[config.mk]
export PLATFORM = sky130hd
export DESIGN_NAME = pattern_feed_arbiter
export DESIGN_NICKNAME = d
export VERILOG_FILES = /design/src/rtl/pattern_feed_arbiter.sv
export SDC_FILE = /design/constraint.sdc
export NUM_CORES = 1
export LEC_CHECK = 0
export ABC_AREA = 1
export BUFFER_PORTS_ARGS = -buffer_cell sky130_fd_sc_hd__buf_2
export CAP_MARGIN = 20
export CORE_ASPECT_RATIO = 1.2
export CORE_MARGIN = 3
export CORE_UTILIZATION = 47
export CTS_BUF_LIST = sky130_fd_sc_hd__clkbuf_16
export DETAILED_ROUTE_END_ITERATION = 6
export PLACE_DENSITY = 0.85
export SYNTH_ARGS = -nofsm -noshare
export SYNTH_HDL_FRONTEND = slang
export SYNTH_SLANG_ARGS = --single-unit
[constraint.sdc]
create_clock -name clk -period 1.6 [get_ports clk]
set_clock_uncertainty 0.2 [all_clocks]
set_input_delay 0.32 -clock clk [delete_from_list [all_inputs] [get_ports clk]]
set_output_delay 0.32 -clock clk [all_outputs]
set_load 0.02 [all_outputs]
[src/rtl/pattern_feed_arbiter.sv]
// rtl/pattern_feed_arbiter.sv - round-robin feeder of one E/C pattern detector
// Grants a whole message to one requester, clears the detector, streams 2-bit symbols, reports C hits.
module pattern_feed_arbiter #(
  parameter int SYM_PER_WORD = 4,
  parameter int DRAIN_CYC    = 2,
  parameter int CNT_W        = 4
) (
  input  logic                      clk,
  input  logic                      reset,
  input  logic                      req0_valid,
  input  logic [2*SYM_PER_WORD-1:0] req0_data,
  input  logic                      req0_last,
  output logic                      req0_ready,
  input  logic                      req1_valid,
  input  logic [2*SYM_PER_WORD-1:0] req1_data,
  input  logic                      req1_last,
  output logic                      req1_ready,
  output logic [1:0]                grant,
  output logic                      sym_msb,
  output logic                      sym_lsb,
  output logic                      sym_en,
  output logic                      det_clear,
  input  logic                      first_letter_detected,
  input  logic                      second_letter_detected,
  output logic                      busy,
  output logic                      hit_valid,
  output logic                      hit_id,
  output logic [CNT_W-1:0]          hit_count
);

  localparam int W     = 2 * SYM_PER_WORD;
  localparam int REM_W = $clog2(SYM_PER_WORD + 1);
  localparam int DRN_W = (DRAIN_CYC > 1) ? $clog2(DRAIN_CYC) : 1;
  localparam logic [REM_W-1:0] REM_FULL = REM_W'(SYM_PER_WORD);
  localparam logic [REM_W-1:0] REM_ONE  = REM_W'(1);
  localparam logic [DRN_W-1:0] DRN_LOAD = DRN_W'(DRAIN_CYC - 1);
  localparam logic [CNT_W-1:0] CNT_MAX  = '1;

  typedef enum logic [2:0] {S_IDLE, S_CLEAR, S_SEND, S_DRAIN, S_REPORT} state_e;

  state_e             state_q, state_d;
  logic               owner_q, owner_d;
  logic               last_srv_q, last_srv_d;
  logic [W-1:0]       shreg_q, shreg_d;
  logic [REM_W-1:0]   rem_q, rem_d;
  logic               msg_last_q, msg_last_d;
  logic [DRN_W-1:0]   drain_q, drain_d;
  logic [CNT_W-1:0]   cnt_q, cnt_d;
  logic               sld_prev_q, sld_prev_d;

  logic               ready0_q, ready0_d, ready1_q, ready1_d;
  logic [1:0]         grant_q, grant_d;
  logic [1:0]         sym_q, sym_d;
  logic               sym_en_q, sym_en_d;
  logic               det_clear_q, det_clear_d;
  logic               busy_q, busy_d;
  logic               hit_valid_q, hit_valid_d;
  logic               hit_id_q, hit_id_d;
  logic [CNT_W-1:0]   hit_count_q, hit_count_d;

  logic               own_valid, own_ready, own_last, accept, sld_rise, ready_ok;
  logic [W-1:0]       own_data;

  // Only the C flag matters for counting; the E flag is deliberately unused.
  logic unused_first_letter;
  assign unused_first_letter = first_letter_detected;

  always_comb begin
    state_d     = state_q;
    owner_d     = owner_q;
    last_srv_d  = last_srv_q;
    shreg_d     = shreg_q;
    rem_d       = rem_q;
    msg_last_d  = msg_last_q;
    drain_d     = drain_q;
    cnt_d       = cnt_q;
    sld_prev_d  = second_letter_detected;
    sym_d       = 2'b00;
    sym_en_d    = 1'b0;

    own_valid   = owner_q ? req1_valid : req0_valid;
    own_ready   = owner_q ? ready1_q   : ready0_q;
    own_data    = owner_q ? req1_data  : req0_data;
    own_last    = owner_q ? req1_last  : req0_last;
    accept      = own_valid && own_ready;
    sld_rise    = second_letter_detected && !sld_prev_q && (cnt_q != CNT_MAX);

    case (state_q)
      S_IDLE: begin
        if (req0_valid || req1_valid) begin
          state_d = S_CLEAR;
          owner_d = (req0_valid && req1_valid) ? ~last_srv_q : req1_valid;
        end
      end
      S_CLEAR: begin
        state_d    = S_SEND;
        cnt_d      = '0;
        sld_prev_d = 1'b0;
        rem_d      = '0;
        msg_last_d = 1'b0;
        shreg_d    = '0;
      end
      S_SEND: begin
        if (sld_rise) cnt_d = cnt_q + CNT_W'(1);
        // rem_q counts symbols left including the one currently on the outputs.
        if (accept) begin
          sym_d      = own_data[W-1 -: 2];
          shreg_d    = {own_data[W-3:0], 2'b00};
          rem_d      = REM_FULL;
          msg_last_d = own_last;
          sym_en_d   = 1'b1;
        end else if (rem_q > REM_ONE) begin
          sym_d    = shreg_q[W-1 -: 2];
          shreg_d  = {shreg_q[W-3:0], 2'b00};
          rem_d    = rem_q - REM_ONE;
          sym_en_d = 1'b1;
        end else if (rem_q == REM_ONE) begin
          rem_d = '0;
          if (msg_last_q) begin
            state_d = S_DRAIN;
            drain_d = DRN_LOAD;
          end
        end
      end
      S_DRAIN: begin
        if (sld_rise) cnt_d = cnt_q + CNT_W'(1);
        if (drain_q == '0) state_d = S_REPORT;
        else               drain_d = drain_q - DRN_W'(1);
      end
      S_REPORT: begin
        state_d    = S_IDLE;
        last_srv_d = owner_q;
      end
      default: state_d = S_IDLE;
    endcase

    ready_ok    = (state_d == S_SEND) && (rem_d <= REM_ONE) && !msg_last_d;
    ready0_d    = ready_ok && !owner_d;
    ready1_d    = ready_ok && owner_d;
    busy_d      = (state_d != S_IDLE);
    grant_d     = busy_d ? (owner_d ? 2'b10 : 2'b01) : 2'b00;
    det_clear_d = (state_d == S_CLEAR);
    hit_valid_d = (state_d == S_REPORT);
    hit_id_d    = hit_valid_d && owner_d;
    hit_count_d = hit_valid_d ? cnt_d : '0;
  end

  always_ff @(posedge clk) begin
    if (reset) begin
      state_q     <= S_IDLE;
      owner_q     <= 1'b0;
      last_srv_q  <= 1'b1;
      shreg_q     <= '0;
      rem_q       <= '0;
      msg_last_q  <= 1'b0;
      drain_q     <= '0;
      cnt_q       <= '0;
      sld_prev_q  <= 1'b0;
      ready0_q    <= 1'b0;
      ready1_q    <= 1'b0;
      grant_q     <= 2'b00;
      sym_q       <= 2'b00;
      sym_en_q    <= 1'b0;
      det_clear_q <= 1'b0;
      busy_q      <= 1'b0;
      hit_valid_q <= 1'b0;
      hit_id_q    <= 1'b0;
      hit_count_q <= '0;
    end else begin
      state_q     <= state_d;
      owner_q     <= owner_d;
      last_srv_q  <= last_srv_d;
      shreg_q     <= shreg_d;
      rem_q       <= rem_d;
      msg_last_q  <= msg_last_d;
      drain_q     <= drain_d;
      cnt_q       <= cnt_d;
      sld_prev_q  <= sld_prev_d;
      ready0_q    <= ready0_d;
      ready1_q    <= ready1_d;
      grant_q     <= grant_d;
      sym_q       <= sym_d;
      sym_en_q    <= sym_en_d;
      det_clear_q <= det_clear_d;
      busy_q      <= busy_d;
      hit_valid_q <= hit_valid_d;
      hit_id_q    <= hit_id_d;
      hit_count_q <= hit_count_d;
    end
  end

  assign req0_ready = ready0_q;
  assign req1_ready = ready1_q;
  assign grant      = grant_q;
  assign sym_msb    = sym_q[1];
  assign sym_lsb    = sym_q[0];
  assign sym_en     = sym_en_q;
  assign det_clear  = det_clear_q;
  assign busy       = busy_q;
  assign hit_valid  = hit_valid_q;
  assign hit_id     = hit_id_q;
  assign hit_count  = hit_count_q;

endmodule

==> flow_summary.ini, run 1 <==
[status]
violations = negative setup slack
status = complete, but fails checks

[routing]
vias_per_cell = 5.15
drt_iter0_markers = 56
dr.pass1.iters = 4
wl_per_cell_um = 13.1
antenna_left = 0
drc_errors = 0
wirelength_mm = 4.48
vias = 1760

[pwr]
irDropWorstVdd_uv = 889
p_total_uw = 2520
static-leakage-power_uw = 0.00118
p_per_area_nw_per_um2 = 1080

[critical_path]
critical_path.max_fanout = 3
cp_cell_sequence = inv_2 > ha_4 > nand2_4 > buf_4 > nor2_1 > nand2_1 > nand2_2 > nor2_2 > nand3_2 > nor2_2
crit_slowest_cell = dfxtp_2
worst_path_largest_cell_delay_ns = 0.34
cp.buffers_inverters = 2
cp_data_arrival_time_ns = 1.64
crit_required_ns = 1.62
critical_path.top_delay_family = simple AND/OR/NAND/NOR gates
endpoint_kind = flip-flop
critPathKind = reg -> reg
critPathMostFrequentCell = nor2_2
startpoint_type = flip-flop
r2r_slack_ns = -0.01

[timing]
fin_crit_sh_pct = 101
hold_viol_final = 0
slew_viol_final = 0
tightest_slew_ns = 0.472
fmaxAchievable_mhz = 620
max-slew-margin-rel_pct = 68.5
layout_min_cycle_time_ns = 1.61
hold_slack_ns = 0.0754
setup_violations = 2
worst_slack_ns = -0.0127

[floorplanning]
core_sq_um = 3370
rows = 23
die_y_um = 71.1
die_x_um = 60.3
start_util_pct = 49.3
dieArea_sq_um = 4280
ioPinCount = 39

[yosys]
syn_area_per_cell_sq_um = 6.86
synth_top_area_cell = dfxtp_1
ys_seq_elements = 36
syn_nets = 269
synth.distinct_cells = 27
syn_inst = 242
synth_top_area_share_pct = 43.4
ys_warn_count = 0
syn-cell-area_sq_um = 1660
netlist_top_cells_area = dfxtp_1, nand2_1, nor2_1, inv_1, nand3_1
ys_seq_area_share_pct = 43.4

[layout]
drive_gt1_share_pct = 37.7
utilization_pct = 69.5
fillCellCount = 254
diodes = 0
final_cell_mix = nand2_1, buf_2, nor2_1
area_growth_pct = 40.9
layout.nets = 331
final_common_cell = nand2_1

[clock_tree]
cts_tree = built
clk_pin_slew_ns = 0.06
cts-buffers-inserted = 5
cts_root_buffer = clkbuf_16
cts.hold.buffers_added = 0
clkLatencyLatePin_ns = 0.28
htreeDepth = 2
clkSinkCount = 36
cts_max_path_buffers = 2

[placement]
gp_congestion = 0.897
portBuffers = 37
hpwl_mm = 2.78

[global_route]
antenna_found_initial = 0
grt_pass1_wl_mm = 6.34
overflow = 0
grt_pass1_vias = 1525
groute.usage.overall_pct = 19.4
grt_start_max_net_pins = 15

[job]
cap_viol_max_count = 0

[worst_hold_path]
min_path_type = in -> reg
[worst reg2reg max path, cell delays in order (launching register included)]
cell and delay [ns]:
dfxtp_2 0.34, inv_2 0.06, ha_4 0.15, nand2_4 0.06, buf_4 0.10, nor2_1 0.05, nand2_1 0.08, nand2_2 0.09
nor2_2 0.18, nand3_2 0.12, nor2_2 0.12
[cell usage after synthesis]
master	instances
inv_1	32
nand4_1	1
ha_1	3
nand3_2	1
buf_4	1
nor3_1	1
nand2_1	64
nor2_4	1
inv_2	5
nor2_2	2
o21ai_0	10
dfxtp_1	36
clkbuf_1	2
o311ai_0	1
nand2_2	3
o211ai_1	3
a211oi_1	1
buf_2	2
o21ai_2	1
nand3_1	18
a21oi_1	7
nand2_4	1
a22oi_1	2
o21ai_1	1
nand3_4	1
xor2_1	1
nor2_1	41
[power breakdown]
group          internal, uW  switching (uW)  total (uW)
clock                   573             368         941
combinational           214             355         570
sequential              966            42.0        1010
total                  1750             766        2520
[worst paths after layout]
kind,from,end,depth (start not counted)
worst max-delay path,rem_q[1],req0_ready,10
worst min-delay path,second_letter_detected,sld_prev_q,3
worst max register to register,rem_q[1],req0_ready,10
worst min register to register,shreg_q[3],shreg_q[3],2
[registers in the layout, summed over array words and instances, names as in the netlist]
name / count
cnt_q: 4
rem_q: 3
sym_q: 2
hit_valid: 1
sym_en: 1
drain_q: 1
last_srv_q: 1
det_clear: 1
shreg_q: 6
sld_prev_q: 1
busy: 1
state_q: 3
req1_ready: 1
req0_ready: 1
owner_q: 1
hit_id: 1
hit_count: 4
msg_last_q: 1
grant: 2
[cell type report]
| type | instances | area (sq um) | area share, % |
|---|---|---|---|
| multi-input combinational | 164 | 898 | 38.4 |
| sequential | 36 | 736 | 31.4 |
| timing repair buffer | 60 | 369 | 15.8 |
| inverter | 37 | 146 | 6.26 |
| clock buffer | 5 | 125 | 5.35 |
| tap | 37 | 46.3 | 1.98 |
| clock inverter | 3 | 18.8 | 0.802 |
[metal layers]
layer,global-route usage (%),vias to the layer above,part of all wire [%]
met3,4.93,17,5.9
li1,-,877,-
met4,5.91,0,3.9
met1,21.2,802,36
met5,0,-,0
met2,35.5,64,54
[stage by stage]
step,setup WS [ns],cells,TNS (ns),instance area [sq um]
after global placement,-0.0547,329,-0.409,2000
final,-0.0127,342,-0.0188,2340
after CTS,0.00187,339,0,2190
after floorplan,0.0945,242,0,1660
after global routing,-0.0652,342,-0.260,2340
after detailed placement,-0.0883,329,-0.561,2000
[repair_timing]
item,CTS,global route
buffers inserted,2,3
pin swaps,1,15
setup endpoints to repair,8,23
endpoints found under the hold margin,0,0
gates resized for setup,7,44
[logic make-up after synthesis]
family                   synth area share, %
AO/OA/AOI/OAI                           9.19
XOR/XNOR                               0.528
buffers and inverters                   9.87
flip-flops                              43.4
AND/OR/NAND/NOR                         34.7
adder cells (fa/ha/maj)                 2.26
(Power assumes the default switching activity.)
==> run 2, diff against run 1 <==
Settings changed: ABC_CLOCK_PERIOD_IN_PS from default to 1600, CTS_BUF_LIST sky130_fd_sc_hd__clkbuf_16 to sky130_fd_sc_hd__clkbuf_4 sky130_fd_sc_hd__clkbuf_8 sky130_fd_sc_hd__clkbuf_16.
==> flow_summary.ini, run 2 (same netlist as run 1, synthesis figures left out) <==
[status]
status = complete, no violations

[layout]
area_growth_pct = 39.9
layout.nets = 332
largest_reg_flops = 6
fin_area_sq_um = 2320
final_common_cell = nand2_1
drive_gt1_share_pct = 39.2
diodes = 0
largest_register = shreg_q
final_cell_mix = nand2_1, buf_2, nor2_1
post_layout_nonfiller_instances = 343

[clock_tree]
clkLatencyLatePin_ns = 0.29
htreeDepth = 2
cts_tree = built
cts_root_buffer = clkbuf_8
clk_pin_slew_ns = 0.07
cts-buffers-inserted = 5
cts_max_path_buffers = 2
clkSinkCount = 36

[critical_path]
startpoint_type = flip-flop
crit_required_ns = 1.59
endpoint_kind = flip-flop
cp_data_arrival_time_ns = 1.55
critical_path.max_fanout = 3
critPathKind = reg -> reg

[routing]
dr.pass1.iters = 4
drc_errors = 0
antenna_left = 0
wirelength_mm = 4.14
vias_per_cell = 4.95
drt_iter0_markers = 30
wl_per_cell_um = 12.1
vias = 1699

[floorplanning]
ioPinCount = 39
die_y_um = 71.1
dieArea_sq_um = 4280
start_util_pct = 49.3
rows = 23
core_sq_um = 3370
die_x_um = 60.3

[global_route]
overflow = 0
met1_usage_pct = 19.3
met2_usage_pct = 35.0
grt_pass1_vias = 1511
use_met3_pct = 5.66
grt_start_max_net_pins = 15
gr-max-usage-layer = met2
antenna_found_initial = 0
grt_pass1_wl_mm = 6.10
groute.usage.overall_pct = 18.9

[timing]
rsz0062_at_grt = true
fmaxAchievable_mhz = 639
worst_slack_ns = 0.0362
slew_viol_final = 0
tightest_slew_ns = 0.480
fin_tns_setup_ns = 0
hold_slack_ns = 0.0694
setup_violations = 0
fin_crit_sh_pct = 97.7
hold_viol_final = 0
layout_min_cycle_time_ns = 1.56
max-slew-margin-rel_pct = 68.0

[pwr]
irDropWorstVdd_uv = 874
static-leakage-power_uw = 0.00117
p_per_area_nw_per_um2 = 947

[worst_hold_path]
min_path_type = in -> reg

[placement]
hpwl_mm = 2.78
portBuffers = 37
dpl.cell_count = 329
gp_congestion = 0.897
place_worst_setup_slack_ns = -0.0883
place_area_sq_um = 2000

[job]
cap_viol_max_count = 0
## run 2: changes by cell type in the layout (fill, tap and decap cells not counted), moves of 2 or more
cell | previous run | this run
clkbuf_16 | 5 | 0
clkbuf_8 | 0 | 5
nand3_1 | 15 | 12
nand3_2 | 3 | 6
o21ai_1 | 2 | 0
## run 2: stage by stage
stage	utilization (%)	total power (uW)
finish	69.0	2200
global route	69.0	2320
global placement	59.5	1500
CTS	62.4	2150
floorplan	-	1330
detailed placement	59.5	1510
## run 2: where the power goes
part | leakage, uW | total [uW] | switching, uW | internal (uW)
sequential | 0.000298 | 1000 | 41.6 | 962
clock | 0.0000479 | 634 | 331 | 303
combinational | 0.000826 | 561 | 340 | 220
total | 0.00117 | 2200 | 713 | 1490
## run 2: cell type report
type,count,area (sq um)
clock buffer,5,68.8
fill,272,1040
clock inverter,3,18.8
inverter,37,146
tap,37,46.3
sequential,36,739
timing repair buffer,61,393
multi-input combinational,164,910
## run 2: routing by layer
layer / wire length, um / up-vias
met5: 0 / -
met4: 70 / 0
met3: 162 / 7
met2: 2320 / 28
met1: 1590 / 785
li1: - / 879
## run 2: worst paths after layout
kind                            slack, ns         end                    from  cells after the start
worst max register to register       0.04  req1_ready                rem_q[1]                     10
worst min register to register       0.27  shreg_q[3]              shreg_q[3]                      2
worst min-delay path                 0.07  sld_prev_q  second_letter_detected                      3
worst max-delay path                 0.04  req1_ready                rem_q[1]                     10
## run 2: timing repair
action | CTS | global route
buffers inserted | 0 | 6
hold buffers | 0 | 0
resized for setup | 5 | 51
endpoints found under the setup margin | 8 | 22
pin swaps | 0 | 12
## run 2: critical path: stages, from the launching register on
cell and delay [ns]:
dfxtp_2 0.33, inv_2 0.06, ha_1 0.15, nand2_2 0.08
buf_4 0.13, nor2_1 0.16, nand2_1 0.09, nand2_2 0.11
nor2_2 0.04, nand3_2 0.07, nor2_1 0.04
==> run 3, diff against run 2 <==
==> constraint.sdc (replaced) <==
create_clock -name clk -period 1.6 [get_ports clk]
set_clock_uncertainty 0.2 [all_clocks]
set_input_delay 0.4 -clock clk [delete_from_list [all_inputs] [get_ports clk]]
set_output_delay 0.4 -clock clk [all_outputs]
set_load 0.02 [all_outputs]
==> flow_summary.ini, run 3 (same netlist as run 1, synthesis figures left out) <==
[layout]
area_growth_pct = 42.4
largest_register = shreg_q
final_cell_mix = nand2_1, buf_2, nor2_1
fin_area_sq_um = 2360
final_common_cell = nand2_1
utilization_pct = 70.2
drive_gt1_share_pct = 39.5
multi_input_area_sq_um = 918
diodes = 0
largest_reg_flops = 6
post_layout_nonfiller_instances = 346
fillCellCount = 241
regArea_sq_um = 737
layout.nets = 335

[global_route]
overflow = 0
grt_start_max_net_pins = 14
groute.usage.overall_pct = 18.4
grt_pass1_vias = 1462
antenna_found_initial = 0
grt_pass1_wl_mm = 5.99

[clock_tree]
clkLatencyLatePin_ns = 0.30
clkSinkCount = 36
clk_pin_slew_ns = 0.08
cts-buffers-inserted = 5
cts_root_buffer = clkbuf_8
cts.hold.buffers_added = 0
cts_max_path_buffers = 2
htreeDepth = 2
cts_tree = built

[routing]
vias = 1744
wirelength_mm = 4.50
wl_per_cell_um = 13.0
antenna_left = 0
vias_per_cell = 5.04
dr.pass1.iters = 4
drt_iter0_markers = 44
drc_errors = 0

[floorplanning]
dieArea_sq_um = 4280
start_util_pct = 49.3
core_sq_um = 3370
ioPinCount = 39
die_x_um = 60.3
die_y_um = 71.1
rows = 23

[timing]
worst_slack_ns = -0.0727
rsz0062_at_grt = true
setup_violations = 2
fin_crit_sh_pct = 105
fin_tns_setup_ns = -0.122
slew_viol_final = 0
fmaxAchievable_mhz = 598
tightest_slew_ns = 0.377
max-slew-margin-rel_pct = 74.9
layout_min_cycle_time_ns = 1.67
hold_viol_final = 0

[critical_path]
critical_path.top_delay_family = simple AND/OR/NAND/NOR gates
worst_path_largest_cell_delay_ns = 0.35
r2r_slack_ns = -0.07
cp_data_arrival_time_ns = 1.71
endpoint_kind = flip-flop
startpoint_type = flip-flop
crit_required_ns = 1.64
critPathKind = reg -> reg
critical_path.max_fanout = 7
crit_slowest_cell = dfxtp_2
cp.buffers_inverters = 2
cp_cell_sequence = inv_1 > nand3_4 > nand3_1 > nand2_1 > inv_1 > nand2_1 > nor2_2 > nand3_2 > nor2_2

[worst_hold_path]
min_path_type = in -> reg

[placement]
gp_congestion = 0.887
portBuffers = 37
hpwl_mm = 2.87
dpl.cell_count = 333
place_area_sq_um = 2040

[pwr]
p_sw_share_pct = 33.1
static-leakage-power_uw = 0.00117
power_frac_comb_pct = 26.1
intPower_uw = 1500
p_per_area_nw_per_um2 = 948
clock_power_share_pct = 29.1
irDropWorstVdd_uv = 752
sequentialPowerShare_pct = 44.8
power.net_switching_uw = 741

[job]
cap_viol_max_count = 0

[status]
violations = negative setup slack
status = complete, but fails checks
run 3: cell types whose count changed in the layout (fill, tap and decap cells not counted), sizes merged:
| cell | previous run | this run |
|---|---|---|
| clkinvlp | 0 | 1 |
| clkinv | 3 | 1 |
| inv | 37 | 38 |
| buf | 61 | 64 |
run 3: layout make-up:
cell class	instances	share of cell area (%)
Clock buffer	5	2.91
Timing Repair Buffer	64	17.9
Clock inverter	3	0.899
Inverter	37	6.30
Sequential cell	36	31.2
Tap cell	37	1.96
Multi-Input combinational cell	164	38.8
run 3: per-layer routing:
metal	track usage, %	vias up	share of wire (%)
li1	-	880	-
met1	19.5	796	38
met2	32.6	53	54
met3	5.84	15	5.4
met4	7.14	0	2.8
met5	0	-	0
run 3: worst min-delay path, stage by stage:
cell and delay (ns):
buf_2 0.09, nand3_1 0.07, inv_1 0.05
run 3: worst paths after layout:
| kind | start | endpoint | cells past startpoint |
|---|---|---|---|
| worst max-delay path | state_q[1] | req0_ready | 9 |
| worst min-delay path | second_letter_detected | sld_prev_q | 3 |
| worst max register to register | state_q[1] | req0_ready | 9 |
| worst min register to register | shreg_q[2] | shreg_q[2] | 2 |
run 3: power by group through the flow:
| stage | sequential [uW] | clock (uW) | combinational (uW) |
|---|---|---|---|
| final | 1000 | 654 | 585 |
| after global routing | 1010 | 703 | 645 |
| after CTS | 995 | 660 | 514 |
| after detailed placement | 1020 | 0 | 505 |
| after global placement | 1010 | 0 | 492 |
| after floorplan | 1040 | 0 | 288 |
run 3: repair_timing:
action,in CTS,in global routing
gates resized for setup,4,52
pin swaps,0,12
setup buffers,0,5
setup endpoints to repair,6,22
run 3: metrics by stage:
stage	total power [uW]	hold WS, ns	setup WS (ns)
after floorplan	1330	0.236	0.0945
after global placement	1510	0.250	-0.0905
after detailed placement	1520	0.256	-0.148
after CTS	2170	0.132	-0.00812
after global routing	2360	0.158	-0.127
final	2240	0.139	-0.0727
